`src/rtl/ocx_tlx_framer_cmd_dequeue.sv`:
```
// Pops framer command FIFO entries when command/data credits allow and holds each one
// for the flit packer under a valid/ack handshake; tracks host credit returns.
module ocx_tlx_framer_cmd_dequeue #(
    parameter int CMD_CREDIT_MAX  = 16,
    parameter int DATA_CREDIT_MAX = 32,
    parameter int CRED_WIDTH      = 8
) (
    input  logic                  clock,
    input  logic                  reset,
    input  logic                  fifo_data_available,
    input  logic [171:0]          fifo_data_out,
    output logic                  fifo_rd_done,
    output logic                  cmd_valid,
    output logic [171:0]          cmd_data,
    input  logic                  cmd_ack,
    input  logic                  cmd_credit_return,
    input  logic [2:0]            data_credit_return,
    output logic [CRED_WIDTH-1:0] cmd_credit_count,
    output logic [CRED_WIDTH-1:0] data_credit_count,
    output logic                  credit_overflow_error
);

    // state   | meaning
    // IDLE    | nothing presented to the packer
    // HOLD    | cmd_data presented, waiting for cmd_ack
    localparam logic [0:0] ST_IDLE = 1'b0;
    localparam logic [0:0] ST_HOLD = 1'b1;

    localparam int SW = CRED_WIDTH + 1;
    localparam logic [SW-1:0]         CMD_MAX_W  = SW'(CMD_CREDIT_MAX);
    localparam logic [SW-1:0]         DATA_MAX_W = SW'(DATA_CREDIT_MAX);
    localparam logic [CRED_WIDTH-1:0] CMD_MAX_C  = CRED_WIDTH'(CMD_CREDIT_MAX);
    localparam logic [CRED_WIDTH-1:0] DATA_MAX_C = CRED_WIDTH'(DATA_CREDIT_MAX);

    logic [0:0]    state_q;
    logic [2:0]    need;
    logic          eligible;
    logic          load;
    logic [SW-1:0] cmd_sum;
    logic [SW-1:0] data_sum;
    logic          cmd_over;
    logic          data_over;

    always_comb begin
        // Encodings 5..7 are malformed; treat them as the largest legal request.
        need     = (fifo_data_out[171:169] > 3'd4) ? 3'd4 : fifo_data_out[171:169];
        eligible = fifo_data_available
                   && (cmd_credit_count != '0)
                   && (data_credit_count >= CRED_WIDTH'(need));
        load     = !reset && eligible && ((state_q == ST_IDLE) || cmd_ack);

        cmd_sum  = {1'b0, cmd_credit_count} - SW'(load) + SW'(cmd_credit_return);
        data_sum = {1'b0, data_credit_count} - (load ? SW'(need) : '0)
                   + SW'(data_credit_return);

        cmd_over  = (cmd_sum > CMD_MAX_W);
        data_over = (data_sum > DATA_MAX_W);
    end

    assign fifo_rd_done = load;
    assign cmd_valid    = (state_q == ST_HOLD);

    always_ff @(posedge clock) begin
        if (reset) begin
            state_q               <= ST_IDLE;
            cmd_data              <= '0;
            cmd_credit_count      <= CMD_MAX_C;
            data_credit_count     <= DATA_MAX_C;
            credit_overflow_error <= 1'b0;
        end else begin
            if (load) begin
                cmd_data <= fifo_data_out;
                state_q  <= ST_HOLD;
            end else if (cmd_ack) begin
                state_q  <= ST_IDLE;
            end

            cmd_credit_count      <= cmd_over  ? CMD_MAX_C  : cmd_sum[CRED_WIDTH-1:0];
            data_credit_count     <= data_over ? DATA_MAX_C : data_sum[CRED_WIDTH-1:0];
            credit_overflow_error <= credit_overflow_error | cmd_over | data_over;
        end
    end

endmodule
```
`config.mk`:
```
export PLATFORM = sky130hd
export DESIGN_NAME = ocx_tlx_framer_cmd_dequeue
export DESIGN_NICKNAME = d
export VERILOG_FILES = /design/src/rtl/ocx_tlx_framer_cmd_dequeue.sv
export SDC_FILE = /design/constraint.sdc
export NUM_CORES = 1
export LEC_CHECK = 0
export BUFFER_PORTS_ARGS = -buffer_cell sky130_fd_sc_hd__buf_2
export CORE_AREA = 4 4 144 146
export DETAILED_ROUTE_END_ITERATION = 10
export DIE_AREA = 0 0 148 150
export GPL_ROUTABILITY_DRIVEN = 0
export PLACE_DENSITY = 0.72
export SLEW_MARGIN = 20
export SYNTH_ARGS = -nofsm -noshare
export SYNTH_HDL_FRONTEND = slang
export SYNTH_SLANG_ARGS = --single-unit
```
`constraint.sdc`:
```
create_clock -name clock -period 7 [get_ports clock]
set_input_delay 1.75 -clock clock [delete_from_list [all_inputs] [get_ports clock]]
set_output_delay 1.75 -clock clock [all_outputs]
set_load 0.02 [all_outputs]
```
==> results.md <==
Drt:
- Summing over every cut layer, the via total after detailed routing is 8,239.
- The antenna violation net count after detailed routing is 0.
- Wires add up to 26.5 mm.
- In the final routed layout, each cell accounts on average for 17.0 um.
- The first detailed-routing pass ran for 5 iterations.
- In the routed layout, each cell is associated on average with a via count of 5.27.
- The number of violations reported at the end of detailed-routing iteration 0 is 393.
- The DRC violations left is 0.

Synthesis:
- The number of synthesized flops with an enable pin is 0.
- The cell accounting for the most synthesized area is dfxtp_1.
- The per-instance average area after synthesis is 8.21 um^2.
- After synthesis the netlist holds a flip-flop and latch count of 190.
- The sequential area share after synthesis is 47.6%.
- The fraction of synthesized cell area taken by the top area cell type is 47.6%.
- In this run the cell area of the synthesized design comes to 7990 um^2.
- The share of synthesized registers carrying an async set or reset is 0%.
- The most common cell in the synthesized netlist is dfxtp_1.
- The total of warnings raised by yosys is 0.
- The count of cell types in the netlist is 47.
- Yosys attributes the largest share of cell area to dfxtp_1 48%, a21oi_1 11%, nand3_1 11%, o21ai_0 6.6%, o21ai_1 4.6%.
- Sorting the synthesized cells by how often they occur yields 190 x dfxtp_1, 178 x a21oi_1, 173 x nand3_1.
- In the synthesized netlist the dominant register cell turns out to be dfxtp_1.
- The number of instances in the synthesized netlist is 973.

Die:
- The I/O pin total is 371.
- The effective utilization at floorplan is 41.2%.
- The number of core rows is 51.
- The die covers 22,200 um^2.
- From bottom edge to top edge, the die measures 150 um.
- In this run the standard cell core region covers 19,400 um^2.
- The die width is 148 um.

Global route:
- Global routing used 22.6% of the available tracks.
- The first global-routing pass estimated 40.9 mm of wire.
- The overflow left after global routing is 0.
- The number of antenna violations at the first check in global routing was 5.
- Entering global routing, the biggest net connects 106 pins.
- The number of global-route vias before repair is 7,727.

Placement:
- The count of input and output buffers is 370.
- The placed instance area is 9920 um^2.
- Prior to clock tree synthesis, the placed netlist has a worst setup slack of 0.882 ns.
- Detailed placement finished with a half-perimeter wire length of 18.3 mm.

STA:
- The max-slew violation count came to 0.
- The number of setup violations in the final report is 0.
- The sum of negative setup slack is 0 ns.
- The final critical-path setup slack is 1.30 ns.
- Timing would allow up to 175 MHz.
- Setup repair after global routing left no endpoint under its margin.
- On the final layout, the worst clock skew is 0.0126 ns.
- The headroom to the max-slew limit is 30.9%.
- The measured slew at the worst slew-check pin is 1.04 ns.
- The portion of the clock cycle consumed by the worst path in the final layout is 81.5%.
- The final critical path time including I/O delays and setup is 5.70 ns.
- The number of failing hold endpoints at the final stage is 0.

Worst setup path:
- By startpoint and endpoint, the worst setup path is classified as primary input to flop.
- STA classifies the critical path endpoint as a flop.
- The data arrival time at the worst-slack endpoint is 6.05 ns.
- Walking the worst path, the cells encountered are buf_2, nor2b_1, ha_1, nand2b_1, a21o_1, a211oi_1, o21ai_4, and3_1, ha_1, inv_1, ha_1, inv_1, fa_1, nand2b_1, a2111oi_1, mux2i_1, nor3_2, nand4b_1, nor2_1.
- The slowest stage of the critical path belongs to the cell a211oi_1.
- The cell with the most instances on the worst path is ha_1.
- The worst path required time is 7.35 ns.
- The launching element type of the critical path is a primary input.
- The biggest fanout along the worst timing path is 27.
- The delay of the slowest cell on the worst path is 0.52 ns.

Clocking:
- The count of buffers added by post-CTS timing repair for setup is 0.
- The clock sink count is 190.
- CTS built an H-tree with a depth of 4.
- The clock passes through at most 2 buffers.
- The clock tree root driver cell is clkbuf_16.
- For the worst-skew pair, the clock arrives at the later sink with an insertion delay of 0.42 ns.
- TritonCTS built the clock tree.
- In this run, post-CTS hold repair placed 0 buffers.
- After clock tree synthesis, the repair step resized 0 gates.
- Clock-pin slew was measured on the worst setup and hold paths at 0.07 ns.
- Counting the buffers created by CTS gives 17.

Pwr:
- The leakage power total is 4.69 nW.
- The power density over the cells is 237 nW/um^2.
- IR analysis of the VDD net gives a maximum drop of 0.000157 V.

Outcome:
- The run finished with clean final reports.

Job:
- Max-cap violations in this run came to 0.

Final layout:
- Relative to the synthesized area, the layout overhead comes to 31.6%.
- Once layout is done, the placed cells without fillers occupy 10,500 um^2.
- The layout has 1,900 filler cells.
- After the last flow step, the layout net total stands at 1,491.
- In the final layout, the share of cells above drive strength 1 is 32.4%.

Hold path:
- The worst hold path belongs to the class flop to flop.
sequential cells by signal (all words and copies together) (netlist names):
signal / count
cmd_valid: 1
cmd_data: 172
cmd_credit_count: 8
data_credit_count: 8
credit_overflow_error: 1
area by class of cell:
cell class / instances / area [um^2] / area share [%]
Antenna cell: 5 / 12.5 / 0.119
Clock buffer: 19 / 443 / 4.22
Clock inverter: 13 / 124 / 1.18
Inverter: 37 / 139 / 1.32
Multi-Input combinational cell: 654 / 3700 / 35.3
Sequential cell: 190 / 3800 / 36.2
Tap cell: 265 / 332 / 3.16
Timing Repair Buffer: 379 / 1950 / 18.6
final timing paths:
path / from / endpoint / slack [ns] / depth (start not counted)
max: fifo_data_out[171] / data_credit_count[2] / 1.30 / 19
min: cmd_data[133] / cmd_data[133] / 0.47 / 2
max reg2reg: data_credit_count[0] / data_credit_count[2] / 2.43 / 18
min reg2reg: cmd_data[133] / cmd_data[133] / 0.47 / 2
placed cells by master (no fill, tap or decap), drive strengths merged, types with 3 or more instances in the layout:
master and instances:
a211oi 4, xor2 3, nor3 5, a31oi 3, a21oi 179, inv 42, o21ai 178, xnor2 7
clkinv 6, nand3 173, nand2 5, clkbuf 19, dfxtp 190, diode 5, nand2b 4, and2 3
nor2b 4, conb 5, nor2 21, ha 28, fa 4, buf 379
cell families after synthesis:
group / Yosys count / synth area share, %
compound gates: 377 / 24.6
simple gates: 228 / 14.5
flops: 190 / 47.6
buf+inv: 133 / 6.53
fa+ha+maj: 32 / 5.39
xor+xnor: 10 / 1.10
mux: 2 / 0.251
other cells: 1 / 0.0470
stage by stage:
stage | total power [W] | cells | util (%) | hold slack (ns)
global placement | 0.00156 | 1524 | 51.0 | 0.457
global route | 0.00260 | 1562 | 54.2 | 0.493
CTS | 0.00251 | 1557 | 54.1 | 0.473
finish | 0.00249 | 1562 | 54.2 | 0.470
floorplan | 0.00142 | 977 | - | 0.554
detailed placement | 0.00157 | 1525 | 51.2 | 0.463
power breakdown:
| part | total, W | switching [W] | internal [W] |
|---|---|---|---|
| Combinational | 0.000395 | 0.000256 | 0.000140 |
| Clock | 0.000945 | 0.000465 | 0.000480 |
| Sequential | 0.00115 | 0.0000225 | 0.00113 |
per-layer routing:
layer | GRT usage, % | vias up | wire length [um]
met5 | 0 | - | 0
met1 | 28.6 | 3812 | 10900
met2 | 36.6 | 338 | 12700
met3 | 7.06 | 28 | 2390
li1 | - | 4061 | -
met4 | 7.48 | 0 | 483
critical path, delay by kind of cell:
family	cells	cell delay, ns
AO/OA/AOI/OAI	4	1.42
AND/OR/NAND/NOR	7	1.39
adder cells (fa/ha/maj)	4	1.07
buffers and inverters	3	0.25
multiplexers	1	0.15
(Power assumes the default switching activity.)
